**config.mk**
```make
export PLATFORM = sky130hd
export DESIGN_NAME = mips_multicycle_ctrl_flat
export DESIGN_NICKNAME = d
export VERILOG_FILES = /design/src/rtl/mips_pkg.sv /design/src/rtl/mips_multicycle_ctrl_if.sv /design/src/rtl/mips_ctrl_outdec.sv /design/src/rtl/mips_multicycle_ctrl.sv /design/src/flat_wrapper.sv
export SDC_FILE = /design/constraint.sdc
export NUM_CORES = 1
export LEC_CHECK = 0
export ABC_AREA = 0
export CORE_MARGIN = 1
export CORE_UTILIZATION = 45
export CTS_BUF_LIST = sky130_fd_sc_hd__clkbuf_4 sky130_fd_sc_hd__clkbuf_8
export DETAILED_ROUTE_END_ITERATION = 7
export MAX_ROUTING_LAYER = met4
export PLACE_DENSITY = 0.82
export RECOVER_POWER = 25
export SYNTH_ARGS = -nofsm -noshare
export SYNTH_HDL_FRONTEND = slang
export SYNTH_SLANG_ARGS = --single-unit
```
**constraint.sdc**
```tcl
create_clock -name clk -period 1.6 [get_ports clk]
set_clock_uncertainty 0.05 [all_clocks]
set_input_delay 0.16 -clock clk [delete_from_list [all_inputs] [get_ports clk]]
set_output_delay 0.16 -clock clk [all_outputs]
set_load 0.01 [all_outputs]
```
**src/rtl/mips_pkg.sv**
```systemverilog
// Shared definitions for the multicycle MIPS control path: opcodes, ALUOp
// encodings, datapath select encodings, FSM state enumeration and the
// Moore control word produced for each state.
package mips_pkg;

    // Opcode field values recognised by the main controller
    localparam logic [5:0] OP_RTYPE = 6'b000000;
    localparam logic [5:0] OP_LW    = 6'b100011;
    localparam logic [5:0] OP_SW    = 6'b101011;
    localparam logic [5:0] OP_BEQ   = 6'b000100;
    localparam logic [5:0] OP_ADDI  = 6'b001000;
    localparam logic [5:0] OP_J     = 6'b000010;

    // ALUOp encodings, also consumed by the ALU decoder
    localparam logic [1:0] ALUOP_ADD   = 2'b00;
    localparam logic [1:0] ALUOP_SUB   = 2'b01;
    localparam logic [1:0] ALUOP_FUNCT = 2'b10;

    // ALU B-input select encodings
    localparam logic [1:0] SRCB_REGB  = 2'b00;
    localparam logic [1:0] SRCB_FOUR  = 2'b01;
    localparam logic [1:0] SRCB_IMM   = 2'b10;
    localparam logic [1:0] SRCB_IMMSH = 2'b11;

    // Next-PC select encodings
    localparam logic [1:0] PCSRC_ALU    = 2'b00;
    localparam logic [1:0] PCSRC_ALUOUT = 2'b01;
    localparam logic [1:0] PCSRC_JUMP   = 2'b10;

    // Main FSM states; encodings 12..15 are unreachable
    typedef enum logic [3:0] {
        S_FETCH    = 4'd0,
        S_DECODE   = 4'd1,
        S_MEMADR   = 4'd2,
        S_MEMREAD  = 4'd3,
        S_MEMWB    = 4'd4,
        S_MEMWRITE = 4'd5,
        S_EXECUTE  = 4'd6,
        S_ALUWB    = 4'd7,
        S_BRANCH   = 4'd8,
        S_ADDIEXEC = 4'd9,
        S_ADDIWB   = 4'd10,
        S_JUMP     = 4'd11
    } state_t;

    // Raw per-state control word, before MemReady/reset gating of strobes
    typedef struct packed {
        logic       iord;
        logic       memwrite;
        logic       irwrite;
        logic       regdst;
        logic       memtoreg;
        logic       regwrite;
        logic       alusrca;
        logic [1:0] alusrcb;
        logic [1:0] aluop;
        logic [1:0] pcsrc;
        logic       pcwrite;
        logic       branch;
    } ctrl_word_t;

    // True when the opcode belongs to the supported instruction subset
    function automatic logic op_is_legal(input logic [5:0] op);
        logic legal;
        case (op)
            OP_RTYPE, OP_LW, OP_SW, OP_BEQ, OP_ADDI, OP_J: legal = 1'b1;
            default:                                       legal = 1'b0;
        endcase
        return legal;
    endfunction

endpackage

```
**src/rtl/mips_multicycle_ctrl_if.sv**
```systemverilog
// Controller <-> datapath bundle: instruction/status inputs to the
// controller and every select and strobe it drives back.
interface mips_multicycle_ctrl_if;
    logic [5:0] Op;
    logic       Zero;
    logic       MemReady;
    logic       IorD;
    logic       MemWrite;
    logic       IRWrite;
    logic       RegDst;
    logic       MemtoReg;
    logic       RegWrite;
    logic       ALUSrcA;
    logic [1:0] ALUSrcB;
    logic [1:0] ALUOp;
    logic [1:0] PCSrc;
    logic       PCEn;
    logic       IllegalOp;

    // Controller side
    modport master (
        input  Op, Zero, MemReady,
        output IorD, MemWrite, IRWrite, RegDst, MemtoReg, RegWrite,
               ALUSrcA, ALUSrcB, ALUOp, PCSrc, PCEn, IllegalOp
    );

    // Datapath side
    modport slave (
        output Op, Zero, MemReady,
        input  IorD, MemWrite, IRWrite, RegDst, MemtoReg, RegWrite,
               ALUSrcA, ALUSrcB, ALUOp, PCSrc, PCEn, IllegalOp
    );
endinterface

```
**src/rtl/mips_ctrl_outdec.sv**
```systemverilog
// Purely combinational Moore decode from FSM state to the raw control word.
// Unlisted fields stay 0; unreachable encodings decode to an all-zero word.
module mips_ctrl_outdec
    import mips_pkg::*;
(
    input  state_t     state,
    output ctrl_word_t cw
);

    // State-to-control-word lookup
    always_comb begin
        cw = '0;
        case (state)
            S_FETCH: begin
                cw.alusrcb = SRCB_FOUR;
                cw.aluop   = ALUOP_ADD;
                cw.pcsrc   = PCSRC_ALU;
                cw.irwrite = 1'b1;
                cw.pcwrite = 1'b1;
            end
            S_DECODE: begin
                cw.alusrcb = SRCB_IMMSH;
                cw.aluop   = ALUOP_ADD;
            end
            S_MEMADR: begin
                cw.alusrca = 1'b1;
                cw.alusrcb = SRCB_IMM;
                cw.aluop   = ALUOP_ADD;
            end
            S_MEMREAD: begin
                cw.iord = 1'b1;
            end
            S_MEMWB: begin
                cw.memtoreg = 1'b1;
                cw.regwrite = 1'b1;
            end
            S_MEMWRITE: begin
                cw.iord     = 1'b1;
                cw.memwrite = 1'b1;
            end
            S_EXECUTE: begin
                cw.alusrca = 1'b1;
                cw.alusrcb = SRCB_REGB;
                cw.aluop   = ALUOP_FUNCT;
            end
            S_ALUWB: begin
                cw.regdst   = 1'b1;
                cw.regwrite = 1'b1;
            end
            S_BRANCH: begin
                cw.alusrca = 1'b1;
                cw.alusrcb = SRCB_REGB;
                cw.aluop   = ALUOP_SUB;
                cw.pcsrc   = PCSRC_ALUOUT;
                cw.branch  = 1'b1;
            end
            S_ADDIEXEC: begin
                cw.alusrca = 1'b1;
                cw.alusrcb = SRCB_IMM;
                cw.aluop   = ALUOP_ADD;
            end
            S_ADDIWB: begin
                cw.regwrite = 1'b1;
            end
            S_JUMP: begin
                cw.pcsrc   = PCSRC_JUMP;
                cw.pcwrite = 1'b1;
            end
            default: begin
                cw = '0;
            end
        endcase
    end

endmodule

```
**src/rtl/mips_multicycle_ctrl.sv**
```systemverilog
// Main control FSM of the multicycle MIPS datapath. Holds the state register,
// next-state logic, MemReady gating, PC enable and the sticky illegal-opcode
// flag; per-state selects come from mips_ctrl_outdec.
module mips_multicycle_ctrl
    import mips_pkg::*;
#(
    parameter bit USE_MEM_READY = 1'b1
)(
    input  logic                   clk,
    input  logic                   rst_n,
    mips_multicycle_ctrl_if.master bus
);

    state_t     state_r;
    state_t     state_next_s;
    ctrl_word_t cw_s;
    logic       mem_ready_s;
    logic       fetch_gate_s;
    logic       illegal_r;
    logic       illegal_next_s;

    // With the handshake disabled, memory is taken as always ready
    assign mem_ready_s = USE_MEM_READY ? bus.MemReady : 1'b1;

    mips_ctrl_outdec u_outdec (
        .state (state_r),
        .cw    (cw_s)
    );

    // State register and sticky illegal-opcode flag
    always_ff @(posedge clk or negedge rst_n) begin
        if (!rst_n) begin
            state_r   <= S_FETCH;
            illegal_r <= 1'b0;
        end else begin
            state_r   <= state_next_s;
            illegal_r <= illegal_next_s;
        end
    end

    // Next-state selection; Op is only looked at in DECODE and MEMADR
    always_comb begin
        state_next_s   = S_FETCH;
        illegal_next_s = illegal_r;
        case (state_r)
            S_FETCH: begin
                if (mem_ready_s) begin
                    state_next_s = S_DECODE;
                end else begin
                    state_next_s = S_FETCH;
                end
            end
            S_DECODE: begin
                case (bus.Op)
                    OP_LW, OP_SW: state_next_s = S_MEMADR;
                    OP_RTYPE:     state_next_s = S_EXECUTE;
                    OP_BEQ:       state_next_s = S_BRANCH;
                    OP_ADDI:      state_next_s = S_ADDIEXEC;
                    OP_J:         state_next_s = S_JUMP;
                    default:      state_next_s = S_FETCH;
                endcase
                if (!op_is_legal(bus.Op)) begin
                    illegal_next_s = 1'b1;
                end else begin
                    illegal_next_s = illegal_r;
                end
            end
            S_MEMADR: begin
                if (bus.Op == OP_LW) begin
                    state_next_s = S_MEMREAD;
                end else begin
                    state_next_s = S_MEMWRITE;
                end
            end
            S_MEMREAD: begin
                if (mem_ready_s) begin
                    state_next_s = S_MEMWB;
                end else begin
                    state_next_s = S_MEMREAD;
                end
            end
            S_MEMWRITE: begin
                if (mem_ready_s) begin
                    state_next_s = S_FETCH;
                end else begin
                    state_next_s = S_MEMWRITE;
                end
            end
            S_EXECUTE:  state_next_s = S_ALUWB;
            S_ADDIEXEC: state_next_s = S_ADDIWB;
            S_MEMWB, S_ALUWB, S_BRANCH, S_ADDIWB, S_JUMP: state_next_s = S_FETCH;
            default:    state_next_s = S_FETCH;
        endcase
    end

    // In FETCH the IR and PC loads wait for the memory handshake
    always_comb begin
        if (state_r == S_FETCH) begin
            fetch_gate_s = mem_ready_s;
        end else begin
            fetch_gate_s = 1'b1;
        end
    end

    // Selects pass straight through; strobes are also forced low during reset
    assign bus.IorD      = cw_s.iord;
    assign bus.RegDst    = cw_s.regdst;
    assign bus.MemtoReg  = cw_s.memtoreg;
    assign bus.ALUSrcA   = cw_s.alusrca;
    assign bus.ALUSrcB   = cw_s.alusrcb;
    assign bus.ALUOp     = cw_s.aluop;
    assign bus.PCSrc     = cw_s.pcsrc;
    assign bus.IRWrite   = cw_s.irwrite & fetch_gate_s & rst_n;
    assign bus.MemWrite  = cw_s.memwrite & rst_n;
    assign bus.RegWrite  = cw_s.regwrite & rst_n;
    assign bus.PCEn      = ((cw_s.pcwrite & fetch_gate_s) | (cw_s.branch & bus.Zero)) & rst_n;
    assign bus.IllegalOp = illegal_r;

endmodule

```
**src/flat_wrapper.sv**
```systemverilog
// flat-port wrapper written by rule: the top's interface ports become plain ports
module mips_multicycle_ctrl_flat import mips_pkg::*;
#(
    parameter bit USE_MEM_READY = 1'b1
)
  (clk, rst_n, bus_Op, bus_Zero, bus_MemReady, bus_IorD, bus_MemWrite, bus_IRWrite, bus_RegDst, bus_MemtoReg, bus_RegWrite, bus_ALUSrcA, bus_ALUSrcB, bus_ALUOp, bus_PCSrc, bus_PCEn, bus_IllegalOp);
  mips_multicycle_ctrl_if bus_i ();
  input  logic clk;
  input  logic rst_n;
  input wire logic [$bits(bus_i.Op)-1:0] bus_Op;
  input wire logic [$bits(bus_i.Zero)-1:0] bus_Zero;
  input wire logic [$bits(bus_i.MemReady)-1:0] bus_MemReady;
  output wire logic [$bits(bus_i.IorD)-1:0] bus_IorD;
  output wire logic [$bits(bus_i.MemWrite)-1:0] bus_MemWrite;
  output wire logic [$bits(bus_i.IRWrite)-1:0] bus_IRWrite;
  output wire logic [$bits(bus_i.RegDst)-1:0] bus_RegDst;
  output wire logic [$bits(bus_i.MemtoReg)-1:0] bus_MemtoReg;
  output wire logic [$bits(bus_i.RegWrite)-1:0] bus_RegWrite;
  output wire logic [$bits(bus_i.ALUSrcA)-1:0] bus_ALUSrcA;
  output wire logic [$bits(bus_i.ALUSrcB)-1:0] bus_ALUSrcB;
  output wire logic [$bits(bus_i.ALUOp)-1:0] bus_ALUOp;
  output wire logic [$bits(bus_i.PCSrc)-1:0] bus_PCSrc;
  output wire logic [$bits(bus_i.PCEn)-1:0] bus_PCEn;
  output wire logic [$bits(bus_i.IllegalOp)-1:0] bus_IllegalOp;
  assign bus_i.Op = bus_Op;
  assign bus_i.Zero = bus_Zero;
  assign bus_i.MemReady = bus_MemReady;
  assign bus_IorD = bus_i.IorD;
  assign bus_MemWrite = bus_i.MemWrite;
  assign bus_IRWrite = bus_i.IRWrite;
  assign bus_RegDst = bus_i.RegDst;
  assign bus_MemtoReg = bus_i.MemtoReg;
  assign bus_RegWrite = bus_i.RegWrite;
  assign bus_ALUSrcA = bus_i.ALUSrcA;
  assign bus_ALUSrcB = bus_i.ALUSrcB;
  assign bus_ALUOp = bus_i.ALUOp;
  assign bus_PCSrc = bus_i.PCSrc;
  assign bus_PCEn = bus_i.PCEn;
  assign bus_IllegalOp = bus_i.IllegalOp;
  mips_multicycle_ctrl #(.USE_MEM_READY(USE_MEM_READY)) u_core (.clk(clk), .rst_n(rst_n), .bus(bus_i));
endmodule
```
==> Word-level counts from Yosys, hierarchy flattened <==
Cells that the tools add are included.
{ "totals": {"elab_cells": 57, "regBits": 5, "in_bits": 10} }
{ "op_classes": {"bitwise": 9, "n_mux": 20, "n_eq_ne": 16, "reduce_logical": 10} }
{ "op_table": {"columns": ["op", "n"], "rows": [
  ["4-bit case mux with 5 select lines", 2],
  ["4-bit case mux with 7 select lines", 1],
  ["4-bit by 3-bit == test with 1-bit output (second input constant)", 4],
  ["4-bit == test (second input constant)", 4],
  ["1-bit two-way mux", 13],
  ["6-bit == test (second input constant)", 2],
  ["3-bit two-way mux", 3],
  ["4-bit by 2-bit == test with 1-bit output (second input constant)", 2],
  ["2-bit OR reduction", 4],
  ["1-bit bitwise AND", 7],
  ["6-bit by 2-bit == test with 1-bit output (second input constant)", 1],
  ["6-bit by 3-bit == test with 1-bit output (second input constant)", 1],
  ["6-bit by 4-bit == test with 1-bit output (second input constant)", 1],
  ["6-bit zero test", 1],
  ["6-bit OR reduction", 1],
  ["4-bit by 1-bit == test with 1-bit output (second input constant)", 1],
  ["4-bit zero test", 1],
  ["2-bit case mux with 2 select lines", 1],
  ["4-bit OR reduction", 1],
  ["3-bit OR reduction", 1],
  ["2-bit AND reduction", 1],
  ["1-bit NOT", 1],
  ["1-bit bitwise OR", 1]
]} }

==> Logic depth before layout (Yosys ltp) <==
Gate-level depths: netlist of the first run.
{ "logic_depth": {"word_depth": 6, "ltp_mapped": 5} }

==> By module <==
From an unflattened synthesis of the first run, not the netlist that was laid out.
{ "unflattened": {"hier_cells": 78, "hier_area_um2": 601.8} }
{ "by_module_without_submodules": {"columns": ["mod", "seq_area_each_um2", "area_per_inst_um2", "n_inst", "cells_each"], "rows": [
  ["mips_multicycle_ctrl", 125.1, 441.7, 1, 51],
  ["mips_ctrl_outdec", 0.0, 160.2, 1, 27]
]} }

==> Worst setup path after synthesis of the first run <==
Ideal clock, no wire load.
{ "synth_timing": {"kind": "register to output", "startpoint": "register u_core.state_r[3]", "endpoint": "output bus_RegWrite", "slack_ns": 0.231, "path_stages_with_launch": 5, "n_path_buf": 1, "arrival_ns": 1.159, "cell_sequence": "dfrtp_1 > buf_6 > nand2b_4 > or3_1 > a21oi_1"} }
{ "synth_between": {"elab_chain_len": 4, "word_cells_on_any_way": 6, "cone_classes": "3 x eq/ne; 1 x mux; 1 x bitwise; 1 x reduce/logical"} }
{ "synth_rtl": {"columns": ["element", "line", "text"], "rows": [
  ["from (decl)", "mips_multicycle_ctrl.sv:14", "state_t state_r;"],
  ["from (signal assigned)", "mips_multicycle_ctrl.sv:36", "state_r <= state_next_s;"],
  ["4-bit by 3-bit == test with 1-bit output or 4-bit == test (tied branches)", "mips_ctrl_outdec.sv:13", "case (state)"],
  ["3-bit OR reduction (no source line) *", null, null],
  ["1-bit two-way mux *", "mips_ctrl_outdec.sv:13", null],
  ["1-bit bitwise AND *", "mips_multicycle_ctrl.sv:115", "assign bus.RegWrite = cw_s.regwrite & rst_n;"],
  ["to (decl)", "flat_wrapper.sv:18", "output wire logic [$bits(bus_i.RegWrite)-1:0] bus_RegWrite;"]
]} }
Every way passes the cells marked *; elsewhere a longest branch is shown, timed or not.

==> Final worst setup path of the first run <==
{ "layout_timing": {"startpoint": "register u_core.state_r[1]", "endpoint": "output bus_IRWrite"} }
{ "layout_between": {"elab_chain_len": 4, "word_cells_on_any_way": 5, "cone_classes": "2 x mux; 2 x bitwise; 1 x reduce/logical"} }
{ "layout_rtl": {"columns": ["element", "line", "text"], "rows": [
  ["4-bit zero test *", "mips_ctrl_outdec.sv:13, mips_multicycle_ctrl.sv:98", null],
  ["1-bit two-way mux (on tied branches)", "mips_ctrl_outdec.sv:13, mips_multicycle_ctrl.sv:98", null],
  ["1-bit bitwise AND * (2 in series)", "mips_multicycle_ctrl.sv:113", "assign bus.IRWrite = cw_s.irwrite & fetch_gate_s & rst_n;"],
  ["to (decl)", "flat_wrapper.sv:15", "output wire logic [$bits(bus_i.IRWrite)-1:0] bus_IRWrite;"]
]} }
Marked as above.

==> results of run 1 <==
==> cell families after synthesis <==
| group | count (synthesis) | synth area share |
|---|---|---|
| muxes | 1 | 0.0152 |
| and+or+nand+nor | 46 | 0.482 |
| xor gates and xnor gates | 3 | 0.0399 |
| buffers and inverters | 10 | 0.118 |
| DFF | 5 | 0.190 |
| AOI/OAI and AO/OA | 16 | 0.156 |
==> metal layers <==
metal	wire length, µm	share of wire	up-vias
met3	72	0.038	4
met2	975	0.51	26
met5	0	0	-
met1	821	0.43	373
met4	29	0.015	0
li1	-	-	379
==> worst reg2reg max path, stage by stage (launching register included) <==
cell and delay (ns):
dfrtp_2 0.46, buf_4 0.17, buf_4 0.17, nor4b_4 0.28, and4bb_1 0.24, a211o_1 0.10
==> repair_timing <==
action | 4_1_cts | 5_1_grt
setup endpoints to repair | 14 | 10
pin swaps | 1 | 1
resized for setup | 48 | 12
gates cloned | 0 | 0
setup buffers | 2 | 0
hold buffers | 0 | 0
==> sequential cells by signal (all words and copies together) (netlist names) <==
register              count
u_core.state_r            4
u_core.bus.IllegalOp      1
==> synth_stat cells, drive strengths merged, types with 2 or more instances <==
| library cell | number | area share |
|---|---|---|
| a31oi | 2 | 0.019 |
| nand2 | 5 | 0.028 |
| nand3b | 2 | 0.023 |
| a21oi | 3 | 0.023 |
| nor3 | 7 | 0.053 |
| nand3 | 2 | 0.015 |
| buf | 8 | 0.11 |
| nor2b | 3 | 0.028 |
| o21ai | 5 | 0.038 |
| xor2 | 2 | 0.027 |
| dfrtp | 5 | 0.19 |
| and3 | 2 | 0.019 |
| nor2 | 5 | 0.028 |
| inv | 2 | 0.011 |
| nor4 | 3 | 0.047 |
| nand2b | 4 | 0.049 |
| nor4b | 2 | 0.046 |
| nand4b | 2 | 0.027 |
| nor3b | 3 | 0.034 |
==> area by class of cell <==
type	count	area, µm²	share of cell area
inverter	2	7.51	0.00713
timing repair buffer	44	348	0.331
clock buffer	4	30.0	0.0285
multi-input combinational	66	518	0.492
tap	15	18.8	0.0178
sequential	5	130	0.124
==> worst max-delay path by stage <==
stage                      start      endpoint  slack (ns)
2_1_floorplan  u_core.state_r[3]  bus_RegWrite        0.23
3_3_place_gp        bus_MemReady      bus_PCEn       -0.22
3_5_place_dp        bus_MemReady      bus_PCEn       -0.24
4_1_cts        u_core.state_r[3]  bus_RegWrite       -0.03
5_1_grt        u_core.state_r[3]      bus_PCEn       -0.08
6_report       u_core.state_r[1]   bus_IRWrite       -0.03
==> stage by stage <==
stage | area [µm²] | std cells | setup TNS, ns | power, µW | util
floorplan | 659 | 81 | 0 | 313 | -
global placement | 983 | 130 | -1.09 | 456 | 0.737
detailed placement | 983 | 130 | -1.29 | 463 | 0.737
CTS | 1030 | 136 | -0.0744 | 645 | 0.772
global route | 1050 | 136 | -0.328 | 710 | 0.789
finish | 1050 | 136 | -0.0813 | 672 | 0.789
==> power by group through the flow <==
stage               Clock [µW]  Sequential, µW  Combinational, µW
finish                     172             159                340
detailed placement           0             157                306
global placement             0             157                298
CTS                        174             158                314
floorplan                    0             146                167
global route               180             162                367
==> impl_summary.md, run 1 <==
Critical path
The worst path arrival time is 1.42 ns. The worst register-to-register path begins at u_core.state_r[2]. The data required time of the critical path is 1.39 ns.

The endpoint type of the worst setup path is an output pin. The highest net fanout along the worst path is 6. The path type of the worst setup path is reg -> out. The kind of launch point of the worst setup path is a flop.

The kind of cell with the highest combined delay along the critical path is flip-flops. The critical path goes through buf_6, nor4_4, and3_1, buf_2. Setup slack on the worst reg-to-reg path comes out at 0.05 ns. The stage delay of the slowest cell on the critical path is 0.45 ns.

The path depth of the worst reg2reg path is 5. The endpoint identified for the worst register-to-register timing path is u_core.state_r[2]. The number of cells on the critical path is 4. The number of buffer and inverter instances along the worst setup path is 2. The highest-delay cell along the critical path is dfrtp_2.

Global route
In the global route stage, overall resource usage came out at 0.284. Global routing finished with a remaining overflow of 0. The number of antenna violations at the first check in global routing came to 0. For this run, global-route usage on met1 was measured as 0.320. The met2 track demand over resource is 0.476. The global-route met3 utilization is 0.0556. The number of global-route vias before repair is 701. The first global-routing pass estimated 2.95 mm of wire. Entering global routing, the biggest net connects 13 pins. In this run the most used layer during global routing was met2.

Place
The pre-CTS setup slack is -0.235 ns. The weighted congestion reported at the end of routability-driven placement is 0.776. The number of port buffers is 24.

The wire-length estimate of the detail-placed layout is 1.32 mm.

Power
Summed over all nets, the switching power comes to 236 µW. The share of total power dissipated in sequential elements is 0.237. In this run the static leakage power is 0.000455 µW. The power share of the combinational group is 0.507. The cell-internal power is 436 µW. The switching share of power is 0.351.

The total power per unit cell area is 638 nW/µm². The worst IR drop on VDD is 0.424 mV. Of the total power, the clock network draws 0.256.

Synthesis
Counting flops with a built-in enable in the synthesized netlist gives 0. Among all flip-flop cells after synthesis, the most frequent one is dfrtp_1. The count of state elements after synthesis is 5. Of the synthesized area, sequential elements account for 0.190. The fraction of registers with async set/reset is 1.00. The number of instances in the synthesized netlist is 81. The number of different library cells used by synthesis comes to 38. The net count after synthesis is 91. The number of warnings reported in the yosys synthesis log is 0. A synthesized cell averages 8.14 µm². The area of the mapped netlist is 659 µm².

Floorplan
The initial cell density of the core is 0.494. In this run the count of I/O pins placed on the die edge is 25. The core region area is 1330 µm². The horizontal die dimension is 40.3 µm. In this run the vertical extent of the chip is 40.3 µm. The floorplan step defined a die boundary enclosing 1620 µm². The initialized floorplan defines 13 standard-cell rows.

Clocking
The number of CTS-inserted buffers is 3. The clock passes through at most 2 buffers. The TritonCTS sink count is 5.

The clock tree root driver cell is clkbuf_4. The clock insertion delay at the later pin of the skew report is 0.25 ns. The number of H-tree branching levels is 1. The clock slew seen by the registers of the worst setup and hold paths is 0.05 ns.

The clock tree from TritonCTS is yes.

STA
The measured slew at the worst slew-check pin is 0.315 ns. In the finished design, the share of the clock period the worst path needs comes to 1.02. Final hold analysis gives a worst-case slack of 0.199 ns. Setup repair after global routing could not meet its margin everywhere. The total count of hold-check failures in the final report is 0. The relative slew slack is 0.789. Subtracting the final worst setup slack from the clock period gives 1.63 ns. The maximum frequency from static timing analysis is 615 MHz.

The smallest setup slack after layout is -0.0260 ns. The max-slew violation total from the final report is 0. The final count of negative-setup-slack endpoints is 4.

Finish
The share of final-layout standard cells stronger than drive strength 1 is 0.421. The area growth from synthesis to layout is 59.6%. The count of fill cells added during filler insertion is 87. In the final design database the tool counted 132 nets.

The number of antenna diodes in the final layout is 0. The library cells used most frequently in the layout, excluding fill and tap cells, are buf_4, clkdlybuf4s50_1, buf_2. The most frequent standard cell in the layout excluding fill and tap cells is buf_4.

Routing
The number of design rule violations left after detail routing is 0. The via count of the routed design is 782. The count of nets left with antenna violations once routing finished came out at 0. Summed over all layers, the routed wires come to 1.90 mm. The violation count after the first detailed-routing iteration is 13.

Dividing the detail-routed via count by the number of cells gives 5.75. The average detailed-routed wire length per instance is 14.0 µm. The number of iterations in the first detailed-routing pass is 4.

Run
The count of maximum capacitance violations is 0.

Status
The flow ran to the end, but the final reports show violations. The final reports fail on setup timing.

Hold path
The min-delay analysis places its worst path in the category in -> async.
(Power assumes the default switching activity.)
==> run 2: changes to the inputs <==
--- a/config.mk
+++ b/config.mk
@@ -6,12 +6,12 @@
 export NUM_CORES = 1
 export LEC_CHECK = 0
 export ABC_AREA = 0
-export CORE_MARGIN = 1
+export CORE_MARGIN = 2
 export CORE_UTILIZATION = 45
 export CTS_BUF_LIST = sky130_fd_sc_hd__clkbuf_4 sky130_fd_sc_hd__clkbuf_8
 export DETAILED_ROUTE_END_ITERATION = 7
 export MAX_ROUTING_LAYER = met4
-export PLACE_DENSITY = 0.82
+export PLACE_DENSITY = 0.88
 export RECOVER_POWER = 25
 export SYNTH_ARGS = -nofsm -noshare
 export SYNTH_HDL_FRONTEND = slang
==> impl_summary.md, run 2 (synthesis results as in run 1) <==
Status
Outcome: finished with violations (unchanged). Violated checks: setup timing (unchanged).

Clocking
The clock tree from TritonCTS is yes (unchanged). The clock tree buffer depth came to 2 (unchanged). The clock slew seen by the registers of the worst setup and hold paths came to 0.05 ns (about the same).

The number of CTS-inserted buffers is 3 (unchanged). The clock insertion delay at the later pin of the skew report came to 0.25 ns (about the same). The TritonCTS sink count is 5 (unchanged). The clock tree root driver cell is clkbuf_4 (unchanged). The number of H-tree branching levels came to 1 (unchanged).

STA
The measured slew at the worst slew-check pin is 0.303 ns (was 0.315 ns). The post-route setup TNS is -0.401 ns (was -0.0813 ns). RSZ-0062 raised after global routing: true (unchanged).

The final count of negative-setup-slack endpoints was 4 (unchanged). The final clock period utilization by the worst path is 1.11 (was 1.02). The max-slew violation total from the final report was 0 (unchanged). The smallest setup slack after layout is -0.174 ns (was -0.0260 ns).

The total count of hold-check failures in the final report was 0 (unchanged). The clock period minus worst slack is 1.77 ns (was 1.63 ns). The relative slew slack came to 0.795 (was 0.789).

The maximum frequency from static timing analysis came to 564 MHz (was 615 MHz). The worst hold slack after final layout is 0.219 ns (was 0.199 ns).

Global route
The pin count of the biggest net entering global routing is 13 (unchanged). The wire length of the first global-routing pass is 3.05 mm (was 2.95 mm). The met2 track demand over resource is 0.431 (was 0.476).

The residual overflow from global routing was 0 (unchanged). The global-route met1 utilization was 0.227 (was 0.320). The global-route usage over all layers was 0.227 (was 0.284). The number of antenna violations at the first check in global routing came to 0 (unchanged). The number of global-route vias before repair is 733 (was 701).

The global-route met3 utilization is 0.0647 (was 0.0556). The highest-utilization routing layer at the global route stage is met2 (unchanged).

Critical path
The register-to-register setup slack is 0.10 ns (was 0.05 ns). The worst path arrival time is 1.56 ns (was 1.42 ns). The number of buffer and inverter instances along the worst setup path came to 3 (was 2). The data required time of the critical path is 1.39 ns (about the same).

The kind of launch point of the worst setup path is a flop (unchanged). The highest-delay cell along the critical path is dfrtp_1 (was dfrtp_2). The path depth of the worst reg2reg path came to 5 (unchanged).

The reg-to-reg critical path startpoint was u_core.state_r[1] (was u_core.state_r[2]). The stage delay of the slowest cell on the critical path was 0.41 ns (was 0.45 ns). The path type of the worst setup path is reg -> out (unchanged).

The endpoint type of the worst setup path is an output pin (unchanged). The highest net fanout along the worst path is 6 (unchanged). The end of the worst register-to-register path is u_core.state_r[2] (unchanged). The cell type group with the largest total delay on the critical path is flip-flops (unchanged).

Crit-path cells: buf_12, buf_6, mux2i_1, o31a_1, nor3_2, buf_2 (was buf_6, nor4_4, and3_1, buf_2).

Floorplan
The total die area is 1790 µm² (was 1620 µm²). The die height is 42.3 µm (was 40.3 µm). The initial cell density of the core came to 0.494 (unchanged). The core region area is 1330 µm² (unchanged). The standard-cell row count is 13 (unchanged). The boundary pin count came to 25 (unchanged). The horizontal die dimension is 42.3 µm (was 40.3 µm).

Finish
The flip-flop count of the largest register, all copies and words added is 4 (unchanged). The net total in the final layout is 136 (was 132). The number of antenna cells inserted is 0 (unchanged).

The share of the core filled with cells is 0.827 (was 0.789). The share of final-layout standard cells stronger than drive strength 1 is 0.456 (was 0.421). The most frequent standard cell in the layout excluding fill and tap cells is buf_4 (unchanged). The top register by number of flip-flops is u_core.state_r (unchanged). The area added between synthesis and finish is 67.4% (was 59.6%).

Commonest cells after routing, fill and taps aside: buf_4, clkdlybuf4s50_1, buf_2, nand2_1, nor2_1 (was buf_4, clkdlybuf4s50_1, buf_2).

Run
The count of maximum capacitance violations is 0 (unchanged).

Routing
The final antenna-violating net count is 0 (unchanged). The number of design rule violations left after detail routing came to 0 (unchanged). The routed wire length is 1.99 mm (was 1.90 mm). The number of iterations in the first detailed-routing pass was 4 (unchanged). The via count normalized by instance count is 5.78 (was 5.75). The average detailed-routed wire length per instance is 14.2 µm (was 14.0 µm). The violation count after the first detailed-routing iteration came to 11 (was 13). The via count of the routed design is 809 (was 782).

Power
The overall power after layout is 683 µW (was 672 µW). The switching power was 235 µW (was 236 µW). The worst IR drop on VDD was 0.551 mV (was 0.424 mV). The switching share of power is 0.345 (was 0.351).

The power share of the combinational group is 0.521 (was 0.507). The total power per unit cell area was 619 nW/µm² (was 638 nW/µm²). The part of the total power dissipated in sequential elements came to 0.225 (was 0.237). The standby leakage power was 0.000487 µW (was 0.000455 µW). The cell-internal power came to 447 µW (was 436 µW). The power share of the clock group was 0.254 (was 0.256).

Place
The number of port buffers is 24 (unchanged). The weighted congestion reported at the end of routability-driven placement is 0.812 (was 0.776). The half-perimeter wire length after detailed placement is 1.32 mm (about the same).

Hold path
The kind of path behind the tightest hold check was in -> async (unchanged).
==> run 2: stage by stage <==
stage          std cells  cell area [µm²]  worst slack (ns)
2_1_floorplan         81              659             0.231
3_3_place_gp         126              966            -0.220
3_5_place_dp         126              966            -0.232
4_1_cts              137             1050            -0.170
5_1_grt              140             1100            -0.234
6_report             140             1100            -0.174
==> run 2: area by class of cell <==
| type | count | area (µm²) |
|---|---|---|
| sequential | 5 | 129 |
| clock buffer | 4 | 30.0 |
| tap | 15 | 18.8 |
| multi-input combinational | 66 | 514 |
| inverter | 2 | 7.51 |
| timing repair buffer | 48 | 404 |
| fill | 86 | 230 |
==> run 2: power by group through the flow <==
stage	sequential, µW	clock (µW)	combinational [µW]
2_1_floorplan	146	0	167
3_3_place_gp	160	0	274
3_5_place_dp	162	0	282
4_1_cts	152	175	311
5_1_grt	155	184	383
6_report	154	173	356
==> run 2: worst max-delay path by stage <==
stage	from	end	cells after the start
CTS	u_core.state_r[3]	bus_PCEn	6
detailed placement	bus_MemReady	bus_PCEn	5
global placement	bus_MemReady	bus_PCEn	5
floorplan	u_core.state_r[3]	bus_RegWrite	4
global route	u_core.state_r[3]	bus_PCEn	6
finish	u_core.state_r[3]	bus_PCEn	6
==> run 2: metal layers <==
layer,share of wire,up-vias
met5,0,-
met4,0.033,0
met3,0.059,10
met2,0.52,37
met1,0.38,373
li1,-,389
==> run 2: what timing repair did <==
action | 4_1_cts | 5_1_grt
setup endpoints to repair | 14 | 13
gates resized for setup | 42 | 21
buffers inserted | 7 | 3
hold buffers | 0 | 0
pin swaps | 2 | 6
==> run 3: changes to the inputs <==
==> constraint.sdc (replaced) <==
create_clock -name clk -period 1.6 [get_ports clk]
set_clock_uncertainty 0.05 [all_clocks]
set_input_delay 0.48 -clock clk [delete_from_list [all_inputs] [get_ports clk]]
set_output_delay 0.48 -clock clk [all_outputs]
set_load 0.01 [all_outputs]
==> impl_summary.md, run 3 <==
Place
The half-perimeter wire length after detailed placement is 1.60 mm (was 1.32 mm). The number of port buffers is 24 (unchanged). The post-placement cell count came to 132 (was 126). The weighted congestion reported at the end of routability-driven placement was 0.800 (was 0.812).

Floorplan
The boundary pin count is 25 (unchanged). The initial cell density of the core is 0.494 (unchanged). The horizontal die dimension was 42.3 µm (unchanged). The die height came to 42.3 µm (unchanged). The standard-cell row count is 13 (unchanged).

Synthesis
The number of enable flip-flop cells after synthesis came to 0 (unchanged). The number of warnings reported in the yosys synthesis log is 0 (unchanged). Cell types occupying the most area after synthesis: dfrtp_1, buf_6, nor3_1 (unchanged). The number of library cell types mapped by synthesis is 38 (unchanged). The top-area cell type share of the netlist area came to 0.190 (unchanged). The count of state elements after synthesis is 5 (unchanged). The fraction of registers with async set/reset is 1.00 (unchanged). The portion of the post-synthesis area used by sequential elements came to 0.190 (unchanged). The area of the mapped netlist is 659 µm² (unchanged). The most common cell in the netlist is nor3_1 (unchanged). Synth top cells by count: nor3_1, dfrtp_1, nand2_1, nor2_1 (unchanged).

The net count after synthesis was 91 (unchanged). The per-instance average area after synthesis came to 8.14 µm² (unchanged). The number of instances in the synthesized netlist is 81 (unchanged). The most used flip-flop cell after synthesis was dfrtp_1 (unchanged). The cell type with the highest aggregate area in the netlist is dfrtp_1 (unchanged).

Clocking
The number of H-tree branching levels came to 1 (unchanged). The clock tree root driver cell is clkbuf_4 (unchanged). The count of hold-fix buffers inserted at cts came to 0 (unchanged). The TritonCTS sink count is 5 (unchanged). The clock tree buffer depth is 2 (unchanged). The number of CTS-inserted buffers was 3 (unchanged).

Global route
The pin count of the biggest net entering global routing is 13. The number of antenna violations at the first check in global routing is 0.

STA
After the last repair the worst path ends at a primary output. After global-route timing repair, the worst endpoint was bus_PCEn.

Status
Progress stopped at global routing. The tool reported: "[ERROR DPL-0033] detailed placement checks failed during check placement". Outcome: did not finish (was finished with violations).
==> run 3: cell counts after synthesis <==
Identical to the previous run, type by type.
==> run 3: kinds of logic after synthesis <==
| kind of cell | count (synthesis) | synth area share |
|---|---|---|
| xor gates and xnor gates | 3 | 0.0399 |
| and+or+nand+nor | 46 | 0.482 |
| AOI/OAI and AO/OA | 16 | 0.156 |
| DFF | 5 | 0.190 |
| buffers and inverters | 10 | 0.118 |
| muxes | 1 | 0.0152 |
==> run 3: repair_timing <==
item	in CTS
pin swaps	5
buffers inserted	5
endpoints found under the setup margin	16
gates resized for setup	78
cloned	1
==> run 3: through the flow <==
| step | util | instance area [µm²] | setup slack (ns) |
|---|---|---|---|
| after detailed placement | 0.762 | 1020 | -0.918 |
| after CTS | 0.850 | 1130 | -0.428 |
| after global placement | 0.762 | 1020 | -0.829 |
| after floorplan | - | 677 | -0.0558 |
==> run 4: changes to the inputs <==
--- a/config.mk
+++ b/config.mk
@@ -6,12 +6,10 @@
 export NUM_CORES = 1
 export LEC_CHECK = 0
 export ABC_AREA = 0
-export CORE_MARGIN = 2
-export CORE_UTILIZATION = 45
-export CTS_BUF_LIST = sky130_fd_sc_hd__clkbuf_4 sky130_fd_sc_hd__clkbuf_8
+export CORE_AREA = 2 2 63 65
 export DETAILED_ROUTE_END_ITERATION = 7
-export MAX_ROUTING_LAYER = met4
-export PLACE_DENSITY = 0.88
+export DIE_AREA = 0 0 65 67
+export PLACE_DENSITY_LB_ADDON = 0.15
 export RECOVER_POWER = 25
 export SYNTH_ARGS = -nofsm -noshare
 export SYNTH_HDL_FRONTEND = slang
==> impl_summary.md, run 4 (synthesis results as in run 1) <==
Status
Outcome: finished with violations (was did not finish). The checks that failed: setup timing.

Place
The cell area reported after detailed placement is 1080 µm² (was 1020 µm²). The number of port buffers came to 24 (unchanged). The weighted congestion reported at the end of routability-driven placement came to 0.773 (was 0.800). The half-perimeter wire length after detailed placement is 1.62 mm (was 1.60 mm).

The pre-CTS setup slack is -0.941 ns (was -0.918 ns).

Clocking
The clock tree buffer depth is 2 (unchanged). Clock-pin slew was measured on the worst setup and hold paths at 0.03 ns. The later pin in the worst-skew pair is clocked with a latency of 0.22 ns. TritonCTS built the clock tree. The count of hold-fix buffers inserted at cts is 0 (unchanged). The TritonCTS sink count is 5 (unchanged).

The number of CTS-inserted buffers is 3 (unchanged). The clock tree root driver cell is clkbuf_8 (was clkbuf_4). The number of H-tree branching levels was 1 (unchanged).

Floorplan
The standard-cell row count is 22 (was 13). The die covers 4360 µm². The horizontal die dimension is 65 µm (was 42.3 µm). The initial cell density of the core came to 0.183 (was 0.494).

The core region area is 3610 µm². The die height is 67 µm (was 42.3 µm). The boundary pin count is 25 (unchanged).

Power
Of the total power, the clock network draws 0.285. For this design the ratio of total power to cell area is 602 nW/µm². The analysis attributes to net switching a power of 264 µW.

The switching share of power is 0.325. The share of total power dissipated in combinational logic is 0.523. The part of the total power dissipated in sequential elements is 0.192. The overall power after layout is 812 µW. The standby leakage power is 0.000621 µW.

The internal portion of the total power is 548 µW. VDD sags by at most 0.380 mV.

STA
The measured slew at the worst slew-check pin is 0.314 ns. The maximum frequency from static timing analysis is 514 MHz. In the finished design, the share of the clock period the worst path needs comes to 1.22.

Setup violations remaining at the end of the flow were counted as 16. Setup repair after global routing could not meet its margin everywhere. In this run the tightest slew margin relative to its limit is 0.790. The max-slew violation total from the final report was 0. The clock period minus worst slack is 1.95 ns. The total count of hold-check failures in the final report is 0. After layout, the worst setup slack is -0.347 ns. Hold timing on the final database bottoms out at a slack of 0.413 ns.

Global route
The number of antenna violations at the first check in global routing is 0. The global-route usage over all layers is 0.110. Entering global routing, the biggest net connects 13 pins.

The number of global-route vias before repair was 795. The residual overflow from global routing is 0. The first global-routing pass estimated 3.68 mm of wire.

Finish
The top register by number of flip-flops is u_core.state_r. Of the cells placed in the final design, the portion with a size suffix greater than 1 is 0.614. Leaving out fill and tap cells, the most frequent cell in the layout is buf_4. After routing the design area is 1350 µm².

The flip-flop count of the largest register, all copies and words added is 4. For this run, the share of the core covered by cells in the final layout is 0.374. In the layout the commonest cells are buf_4, buf_2, buf_6, dlygate4sd2_1.

Compared with the post-synthesis result, the final layout area differs by 104%. For this run, the post-layout net count is 151. The number of antenna cells inserted is 0.

Routing
The via count normalized by instance count is 4.40. The number of iterations in the first detailed-routing pass is 3. After detailed routing, the average wire length per cell comes to 12.5 µm.

Across all layers, the routed design uses 828 vias. The detail route stage leaves a number of antenna-violating nets equal to 0. The routed wire length is 2.35 mm. The number of design rule violations left after detail routing is 0. After the first detailed-routing iteration, the DRC count stood at 14.

Critical path
STA classifies the critical path endpoint as an output pin. The path type of the worst setup path is reg -> out. The highest net fanout along the worst path is 3. Data on the critical path is required at its endpoint by 1.07 ns. For the worst setup path, the data arrival time is 1.42 ns. The kind of launch point of the worst setup path is a flop.

Hold path
The kind of path behind the tightest hold check is reg -> reg.

Run
The count of maximum capacitance violations is 0.
## run 4: worst paths after layout
| path | from | endpoint | slack (ns) | cells after the start |
|---|---|---|---|---|
| setup / recovery | u_core.state_r[3] | bus_RegWrite | -0.35 | 4 |
| hold / removal | u_core.bus.IllegalOp | u_core.bus.IllegalOp | 0.41 | 1 |
| setup reg to reg | u_core.state_r[3] | u_core.state_r[2] | -0.04 | 6 |
| hold reg to reg | u_core.bus.IllegalOp | u_core.bus.IllegalOp | 0.41 | 1 |
| max in group asynchronous | rst_n | u_core.state_r[2] | 0.84 | 3 |
| min in group asynchronous | rst_n | u_core.state_r[3] | 0.44 | 3 |
## run 4: layer usage
| metal | part of all wire | global-route usage | wire, µm |
|---|---|---|---|
| met4 | 0.0055 | 0.0239 | 13 |
| met2 | 0.53 | 0.219 | 1250 |
| met5 | 0 | 0 | 0 |
| met1 | 0.40 | 0.114 | 942 |
| met3 | 0.058 | 0.0304 | 137 |
## run 4: per-stage QoR
stage	setup TNS, ns	instances
after CTS	-3.43	182
final	-2.86	188
after global routing	-3.82	188
after detailed placement	-8.54	168
after floorplan	-0.0558	81
after global placement	-8.41	168
## run 4: timing repair
action | 4_1_cts | 5_1_grt
endpoints found under the setup margin | 17 | 18
pin swaps | 8 | 10
buffers inserted | 12 | 6
gates resized for setup | 88 | 21
## run 4: worst max-delay path: stages, from the launching register on
cell and delay [ns]:
dfrtp_1 0.42, nand2b_4 0.17, or3_4 0.34, a21oi_2 0.13
buf_2 0.14
## run 4: cell type report
class | instances | area (µm²)
Fill cell | 388 | 2260
Timing Repair Buffer | 63 | 520
Multi-Input combinational cell | 66 | 586
Sequential cell | 5 | 129
Tap cell | 48 | 60.1
Inverter | 2 | 7.51
Clock buffer | 4 | 45.0
## run 4: power groups by stage
stage               combinational [µW]  sequential (µW)  clock (µW)
detailed placement                 330              161           0
CTS                                404              156         236
global route                       463              158         252
finish                             425              156         231
global placement                   328              161           0
floorplan                          174              146           0
